<file path="src/rtl/sum_accum_4b.sv">
// Frame accumulator fed by the 4-bit adder; sums N_SAMPLES handshaked words.
// Optional macro ACC_SAT_EN: clamp the total at all-ones instead of wrapping.
module sum_accum_4b #(
    parameter int WIDTH     = 4,
    parameter int N_SAMPLES = 4,
    parameter int ACC_W     = 6
) (
    input  logic             i_clk,
    input  logic             i_rst_n,
    input  logic [WIDTH:0]   i_sum,
    input  logic             i_valid,
    output logic             o_ready,
    input  logic             i_clear,
    output logic [ACC_W-1:0] o_acc,
    output logic             o_ovf,
    output logic             o_valid,
    input  logic             i_ready,
    output logic [7:0]       o_count
);

    typedef enum logic [1:0] {
        IDLE,
        ACCUM,
        HOLD
    } state_t;

    state_t           state_q, state_d;
    logic [ACC_W-1:0] acc_q, acc_d;
    logic [7:0]       cnt_q, cnt_d;
    logic             ovf_q, ovf_d;
    logic             valid_q, valid_d;
    logic [ACC_W:0]   sum_wide;
    logic             accept;

    assign o_ready = (state_q != HOLD);
    assign accept  = i_valid & o_ready;
    assign o_acc   = acc_q;
    assign o_ovf   = ovf_q;
    assign o_valid = valid_q;
    assign o_count = cnt_q;

    always_ff @(posedge i_clk or negedge i_rst_n) begin
        if (!i_rst_n) begin
            state_q <= IDLE;
            acc_q   <= '0;
            cnt_q   <= '0;
            ovf_q   <= 1'b0;
            valid_q <= 1'b0;
        end else begin
            state_q <= state_d;
            acc_q   <= acc_d;
            cnt_q   <= cnt_d;
            ovf_q   <= ovf_d;
            valid_q <= valid_d;
        end
    end

    always_comb begin
        state_d  = state_q;
        acc_d    = acc_q;
        cnt_d    = cnt_q;
        ovf_d    = ovf_q;
        valid_d  = valid_q;
        sum_wide = {1'b0, acc_q} + (ACC_W+1)'(i_sum);

        if (i_clear) begin
            state_d = IDLE;
            acc_d   = '0;
            cnt_d   = '0;
            ovf_d   = 1'b0;
            valid_d = 1'b0;
        end else begin
            unique case (state_q)
                IDLE: begin
                    if (accept) begin
                        acc_d = ACC_W'(i_sum);
                        cnt_d = 8'd1;
                        ovf_d = 1'b0;
                        if (N_SAMPLES == 1) begin
                            state_d = HOLD;
                            valid_d = 1'b1;
                        end else begin
                            state_d = ACCUM;
                        end
                    end
                end
                ACCUM: begin
                    if (accept) begin
                        cnt_d = cnt_q + 8'd1;
                        if (sum_wide[ACC_W])
                            ovf_d = 1'b1;
`ifdef ACC_SAT_EN
                        // once clamped, the total stays pinned for the frame
                        if (ovf_q || sum_wide[ACC_W])
                            acc_d = '1;
                        else
                            acc_d = sum_wide[ACC_W-1:0];
`else
                        acc_d = sum_wide[ACC_W-1:0];
`endif
                        if (cnt_d == 8'(N_SAMPLES)) begin
                            state_d = HOLD;
                            valid_d = 1'b1;
                        end
                    end
                end
                HOLD: begin
                    if (i_ready) begin
                        state_d = IDLE;
                        valid_d = 1'b0;
                        cnt_d   = '0;
                    end
                end
                default: begin
                    state_d = IDLE;
                    valid_d = 1'b0;
                end
            endcase
        end
    end

endmodule
</file>
<file path="config.mk">
export PLATFORM = sky130hd
export DESIGN_NAME = sum_accum_4b
export DESIGN_NICKNAME = d
export VERILOG_FILES = /design/src/rtl/sum_accum_4b.sv
export SDC_FILE = /design/constraint.sdc
export NUM_CORES = 1
export LEC_CHECK = 0
export CORE_AREA = 2 2 58 60
export DETAILED_ROUTE_END_ITERATION = 7
export DIE_AREA = 0 0 60 62
export GPL_ROUTABILITY_DRIVEN = 0
export PLACE_DENSITY = 0.77
export SYNTH_ARGS = -nofsm -noshare
export SYNTH_HDL_FRONTEND = slang
export SYNTH_SLANG_ARGS = --single-unit
</file>
<file path="constraint.sdc">
create_clock -name i_clk -period 2.2 [get_ports i_clk]
set_input_delay 0.44 -clock i_clk [delete_from_list [all_inputs] [get_ports i_clk]]
set_output_delay 0.44 -clock i_clk [all_outputs]
set_load 0.01 [all_outputs]
</file>
Word-level counts from Yosys, hierarchy flattened
Index checks and enable logic that the tools add are counted.
- bits of input ports: 10
- logic and storage cells: 51
- flip-flop bits (word level): 18
- muxes and demuxes: 25
- add/sub/neg operators: 2
- reductions and logical operators: 8
- equal/unequal tests: 10
- bitwise gates (word level): 1
- operator list (cell ; count):
    8-bit two-way mux ; 4
    8-bit one-hot mux with 3 select lines ; 1
    6-bit two-way mux ; 3
    4-bit AND reduction ; 4
    3-bit inequality test (second input constant) ; 5
    6-bit one-hot mux with 2 select lines ; 1
    2-bit two-way mux ; 5
    8-bit by 1-bit adder with 8-bit output (second input constant) ; 1
    8-bit by 3-bit equality test with 1-bit output (second input constant) ; 1
    1-bit two-way mux ; 8
    6-bit by 5-bit adder with 7-bit output ; 1
    2-bit one-hot mux with 3 select lines ; 1
    2-bit inequality test (second input constant) ; 2
    4-bit nonzero test ; 1
    1-bit one-hot mux with 3 select lines ; 1
    3-bit AND reduction ; 1
    3-bit nonzero test ; 1
    2-bit by 1-bit equality test with 1-bit output (second input constant) ; 1
    2-bit equality test (second input constant) ; 1
    2-bit logical NOT ; 1
    1-bit one-hot mux with 2 select lines ; 1
    1-bit bitwise AND ; 1

Logic depth before layout (Yosys ltp)
Gate-level depths: netlist (run 1).
- depth in word-level cells: 6
- gate-level depth with buffers: 9

Worst setup path after synthesis (run 1)
Ideal clock, no wire load.
- path kind: in2reg
- from: in i_sum[0]
- to: reg ovf_q (netlist: o_ovf)
- buffers on the path: 0
- setup time: 0.121 ns
- data required time: 2.079 ns
- path slack: 0.288 ns
- cell stages on the path: 6
- arrival: 1.791 ns
- cell sequence: ha_1 fa_1 a21o_1 a22o_1 o31a_1 o22a_1
- word-level cells in the longest chain between the ends: 3
- RTL lines (item ; line ; text):
    start, declared ; 10 ; input logic [WIDTH:0] i_sum,
    6-bit by 5-bit adder with 7-bit output ; 64 ; sum_wide = {1'b0, acc_q} + (ACC_W+1)'(i_sum);
    3-bit inequality test (no source line) ; n/a ;
    4-bit AND reduction (no source line) ; n/a ;
    end signal, assigned ; 53 ; ovf_q <= ovf_d;
    end, declared ; 30 ; logic ovf_q, ovf_d;
Every way passes these cells.
A chain may end at the register's enable or synchronous reset.

Worst setup path in the final report (run 1)
Ends and elaborated chain as after synthesis.

==> results.md, run 1 <==
* WL per Instance at 13.1 um
* Post-synth EDFFs at 0
* Antenna diode count at 0
* Share of cells above drive strength 1 at 0.101
* Portion of netlist area occupied by mux cells at 0.0302
* Final ANT Viol Nets at 0
* Total grt overflow at 0
* Ports at 27
* Initial core utilization at 0.418
* RSZ-0062 raised after global routing: false
* Die Area at 3720 sq um
* Fmax at 0.474 GHz
* Post-synth top cells: dfrtp_1 (18), nand2_1 (18), ha_1 (11), nor2_1 (11), o21ai_0 (10)
* Rel. slew slack at 0.716
* Largest family of logic cells by synthesized area: compound AO/OA/AOI/OAI gates
* CTS tree: yes
* Worst IR Drop VDD at 0.409 mV
* Row Count at 21
* # nets final at 212
* Static Leak at 0.779 nW
* Dpl ws at -0.236 ns
* Synthesized cell area at 1330 sq um
* Yosys top cell area share at 0.339
* Vias in the first global route at 1257
* PwrDens at 755 nW/um^2
* Area leader, netlist: dfrtp_1
* Final max-slew violation count at 0
* Area Overhead vs Synth at 31.7%
* Main flop type after synthesis: dfrtp_1
* DR vias/cell at 5.35
* Critical path type: input pin to flip-flop
* CTS root buf: clkbuf_4
* Post-DP HPWL at 2510 um
* Crit. End Element: flip-flop
* CTS sink count at 18
* Status: finished clean
* Final WS setup at 0.0896 ns
* Post-Route M1 WL at 1420 um
* Yosys cell types at 43
* Hold crit path type: input pin to async pin
* Post-Synth Simple-Gate Area at 0.220
* Final hold violations at 0
* Post-CTS Hold Fix Bufs at 0
* Utilization after layout at 0.550
* Worst slew pin tran at 0.422 ns
* Setup Skew at 0.00167 ns
* Reg2reg end: o_count[5]$_DFFE_PN0P_
* Pin count of the biggest net entering global routing at 19
* CTS clock-pin slew for the worst setup and hold paths at 0.10 ns
* WL met2 at 1500 um
* Mapped Nets at 172
* Maxcap violations at 0
* Top cells by area, synth: dfrtp_1 (34%), ha_1 (10%), nand2_1 (5.1%), o31ai_1 (4.0%), o21ai_0 (3.8%)
* Crit. Startpoint: i_sum[0]
* H-tree levels at 1
* CTS Buffer Depth at 2
* Total track usage at 0.193
* Core Footprint at 3180 sq um
* Setup slack, reg-to-reg at 0.26 ns
* Synth Area in XOR/XNOR at 0.00660
* Initial antenna violation count at 0
* Critical path required time at 2.40 ns
* R2R cell count at 8
* Seq/Total Area, Yosys at 0.339
* Area after DPL at 1710 sq um
* # resized after CTS at 0
* Final Instance Area at 1750 sq um
* Final WL at 3080 um
* Filler cells at 310
* Fin crit share at 0.959
* Synthesized flop and latch total at 18
* Post-synthesis compound-gate area fraction at 0.248
* Avg Cell Area, Syn at 8.85 sq um
* Iter 0 DRT Violations at 52
* Die X at 60 um
* Worst endpoint data arrival time at 2.31 ns
* Highest Signal Layer: met4
* WL met3 at 112 um
* Post-synthesis cell count at 150
* Post-CTS Setup Inserts at 0
* Yosys warns at 0
* # setup viols final at 0
* Post-synth ARST share at 1.00
* PortBufs at 26
* Reg2reg start: state_q[0]$_DFFE_PN0P_
* Worst skew pair latency at 0.30 ns
* Die Y at 62 um
* Post-Synth Adder-Cell Area at 0.119
* DRT Pass-1 Iters at 4
* Final min period at 2.11 ns
* Routed vias at 1258
* First-pass GRT wire length at 5420 um
* Max FO, Critical Path at 2
* CTS Buf Count at 3
* Startpoint Class: input pin
* # DRC at 0
metal layers:
metal  vias to the layer above  global-route usage
met3                         5              0.0269
li1                        632                   -
met5                         -                   0
met4                         0              0.0762
met1                       591               0.235
met2                        30               0.345
through the flow:
stage	power (mW)	std cells	setup TNS [ns]	hold slack, ns
2_1_floorplan	0.870	150	0	0.144
3_3_place_gp	1.10	231	-0.274	0.487
3_5_place_dp	1.12	231	-0.523	0.491
4_1_cts	1.33	235	0	0.466
5_1_grt	1.44	235	0	0.478
6_report	1.32	235	0	0.468
flip-flops by register name, summed over array words and instances, names as in the netlist:
register	cells
o_acc	6
o_count	8
o_ovf	1
o_valid	1
state_q	2
layout make-up:
type | instances | area (sq um) | share of cell area
Clock buffer | 4 | 36.3 | 0.0208
Inverter | 5 | 18.8 | 0.0107
Multi-Input combinational cell | 123 | 827 | 0.473
Sequential cell | 18 | 450 | 0.258
Tap cell | 46 | 57.6 | 0.0329
Timing Repair Buffer | 39 | 358 | 0.205
power by group:
part | internal, mW | switching [mW] | total, mW
clock network | 0.101 | 0.105 | 0.206
registers | 0.385 | 0.0579 | 0.443
logic | 0.336 | 0.335 | 0.671
critical path: stages:
cell and delay (ns):
clkdlybuf4s50_1 0.45, ha_1 0.25, fa_1 0.40, a21o_1 0.18, a22o_1 0.19, o31a_1 0.23, o22a_1 0.17
cells in the final DEF (no fill, tap or decap), types with 2 or more instances in the layout:
cell type,count
nor2b_1,3
nor2_1,11
nand3_1,4
mux2i_1,4
nand2_1,18
dfrtp_1,18
and2_1,3
o211ai_1,2
o21a_1,2
nor3_1,3
o21ai_0,10
clkbuf_4,3
a21oi_1,5
a21o_1,3
buf_4,13
and3_1,3
o31ai_1,7
a211oi_1,3
nand2b_1,3
o21ai_1,7
a22o_1,2
inv_1,5
ha_1,11
clkdlybuf4s50_1,26
cell families after synthesis:
family	after synthesis
multiplexers	4
adder cells (fa/ha/maj)	12
XOR/XNOR	1
flip-flops	18
AO/OA/AOI/OAI	50
buffers and inverters	9
AND/OR/NAND/NOR	56
worst max path at each step:
stage | slack (ns) | endpoint | cells past startpoint
finish | 0.09 | o_ovf$_DFFE_PN0P_ | 7
global route | 0.006 | o_ovf$_DFFE_PN0P_ | 7
CTS | 0.09 | o_ready | 4
detailed placement | -0.24 | o_ovf$_DFFE_PN0P_ | 7
global placement | -0.16 | o_ovf$_DFFE_PN0P_ | 7
floorplan | 0.29 | o_ovf$_DFFE_PN0P_ | 6
Power figures use the tool's default switching activity.
==> run 2, diff against run 1 <==
GPL_TIMING_DRIVEN = 0   (was default)
RECOVER_POWER = 25   (was default)
==> run 2 against run 1 <==
Effect of this change: hold slack improved by 0.043 ns; clock power hardly changed; combinational power shrank 2%; sequential share of layout area up 1.1 points; total power down 1.4%; clock skew is 0.00083 ns lower; largest cell class unchanged; largest power group unchanged; highest routed layer unchanged.
==> results.md, run 2 (synthesis gave the netlist of run 1 again) <==
* Status: finished clean
* Final WL at 3220 um (+4.5%)
* Max FO, Critical Path at 3 (+1)
* Iter 0 DRT Violations at 56 (+7.7%)
* Die Y at 62 um (unchanged)
* Most frequent cells in the layout: clkdlybuf4s50_1 (24), nand2_1 (18), dfrtp_1 (18), nor2_1 (11), ha_1 (11)
* WL per Instance at 14.3 um (+9.2%)
* Final min period at 2.14 ns (+0.0270 ns)
* Post-DP HPWL at 2530 um (+1.0%)
* Die Area at 3720 sq um (unchanged)
* Total power at 1.30 mW (-1.4%)
* Vias in the first global route at 1226 (-2.5%)
* Final max-slew violation count at 0 (unchanged)
* Commonest non-fill, non-tap cell in the layout: clkdlybuf4s50_1
* Total grt overflow at 0 (unchanged)
* Reg2reg end: o_count[3]$_DFFE_PN0P_
* WHS at 0.511 ns (+0.0427 ns)
* Maxcap violations at 0 (unchanged)
* Crit. Startpoint: i_sum[0]
* R2R cell count at 9 (+1)
* Critical path type: input pin to flip-flop
* Reg2reg start: state_q[1]$_DFFE_PN0P_
* Setup slack, reg-to-reg at 0.19 ns (-0.07 ns)
* Area after DPL at 1640 sq um (-4.5%)
* Antenna diode count at 0 (unchanged)
* Total track usage at 0.196 (+0.00358)
* Crit. End Element: flip-flop
* Worst skew pair latency at 0.29 ns (about the same)
* Startpoint Class: input pin
* DRT Pass-1 Iters at 4 (unchanged)
* Ports at 27 (unchanged)
* First-pass GRT wire length at 5530 um (+1.9%)
* DR vias/cell at 5.59 (+4.4%)
* Fmax at 0.468 GHz (-1.3%)
* # DRC at 0 (unchanged)
* Routed vias at 1258 (unchanged)
* H-tree levels at 1 (unchanged)
* Max FFs per register at 8 (unchanged)
* Utilization after layout at 0.527 (-0.0232)
* Worst endpoint data arrival time at 2.33 ns (+0.02 ns)
* Final WS setup at 0.0626 ns (-0.0270 ns)
* PwrDens at 778 nW/um^2 (+2.9%)
* Die X at 60 um (unchanged)
* Final Instance Area at 1670 sq um (-4.2%)
* Setup Skew at 0.000843 ns (-0.000829 ns)
* Pin count of the biggest net entering global routing at 19 (unchanged)
* CTS Buf Count at 3 (unchanged)
* CTS clock-pin slew for the worst setup and hold paths at 0.10 ns (about the same)
* Core Footprint at 3180 sq um (unchanged)
* Area Overhead vs Synth at 26.1%
* Fin crit share at 0.972 (+0.0123)
* Initial core utilization at 0.418 (unchanged)
* Worst slew pin tran at 0.894 ns (+0.472 ns)
* Critical path required time at 2.39 ns (about the same)
* CTS tree: yes
* PortBufs at 25 (-3.8%)
* CTS Buffer Depth at 2 (unchanged)
* RSZ-0062 raised after global routing: false
* Rel. slew slack at 0.402 (-0.314)
* # setup viols final at 0 (unchanged)
* # nets final at 202 (-4.7%)
* Hold crit path type: flip-flop to flip-flop
* Dpl ws at -0.249 ns (-0.0132 ns)
* Final hold violations at 0 (unchanged)
* Static Leak at 0.729 nW (-6.5%)
* CTS sink count at 18 (unchanged)
* Share of cells above drive strength 1 at 0.0559 (-0.0447)
* Initial antenna violation count at 0 (unchanged)
* Critical Path End: o_ovf$_DFFE_PN0P_
* Row Count at 21 (unchanged)
* Worst IR Drop VDD at 0.378 mV (-7.6%)
* Post-CTS Hold Fix Bufs at 0 (unchanged)
* Final ANT Viol Nets at 0 (unchanged)
* CTS root buf: clkbuf_4
[run 2: stage by stage]
step | setup TNS (ns) | std cells
floorplan | 0 | 150
global placement | -0.434 | 221
detailed placement | -0.566 | 221
CTS | 0 | 225
global route | 0 | 225
finish | 0 | 225
[run 2: area by class of cell]
| type | instances | area, sq um |
|---|---|---|
| Fill cell | 307 | 1510 |
| Multi-Input combinational cell | 123 | 830 |
| Inverter | 5 | 18.8 |
| Sequential cell | 18 | 450 |
| Timing Repair Buffer | 25 | 250 |
| Buffer | 4 | 31.3 |
| Clock buffer | 4 | 36.3 |
| Tap cell | 46 | 57.6 |
[run 2: report_power, final]
part           switching [mW]  internal [mW]
registers              0.0559          0.385
logic                   0.345          0.312
clock network           0.103          0.101
total                   0.504          0.797
[run 2: worst min-delay path by stage]
stage | slack, ns | cells after the start | start | end
after floorplan | 0.14 | 0 | i_rst_n | o_acc[0]$_DFFE_PN0P_
after global placement | 0.49 | 1 | o_ovf$_DFFE_PN0P_ | o_ovf$_DFFE_PN0P_
after detailed placement | 0.49 | 1 | o_ovf$_DFFE_PN0P_ | o_ovf$_DFFE_PN0P_
after CTS | 0.52 | 1 | o_ovf$_DFFE_PN0P_ | o_ovf$_DFFE_PN0P_
after global routing | 0.54 | 2 | o_acc[4]$_DFFE_PN0P_ | o_acc[4]$_DFFE_PN0P_
final | 0.51 | 1 | o_ovf$_DFFE_PN0P_ | o_ovf$_DFFE_PN0P_
[run 2: metal layers]
layer	track usage	routed length [um]
met1	0.245	1410
met3	0.0186	144
met5	0	0
met4	0.0476	13
met2	0.365	1650
[run 2: worst max-delay path, stage by stage]
cell             delay (ns)
clkdlybuf4s50_1        0.43
ha_1                   0.25
fa_1                   0.42
a21o_1                 0.19
a22o_1                 0.19
o31a_1                 0.24
o22a_1                 0.17
[run 2: what timing repair did]
item	4_1_cts	5_1_grt
buffers inserted	0	0
gates resized for setup	0	1
setup endpoints to repair	0	1
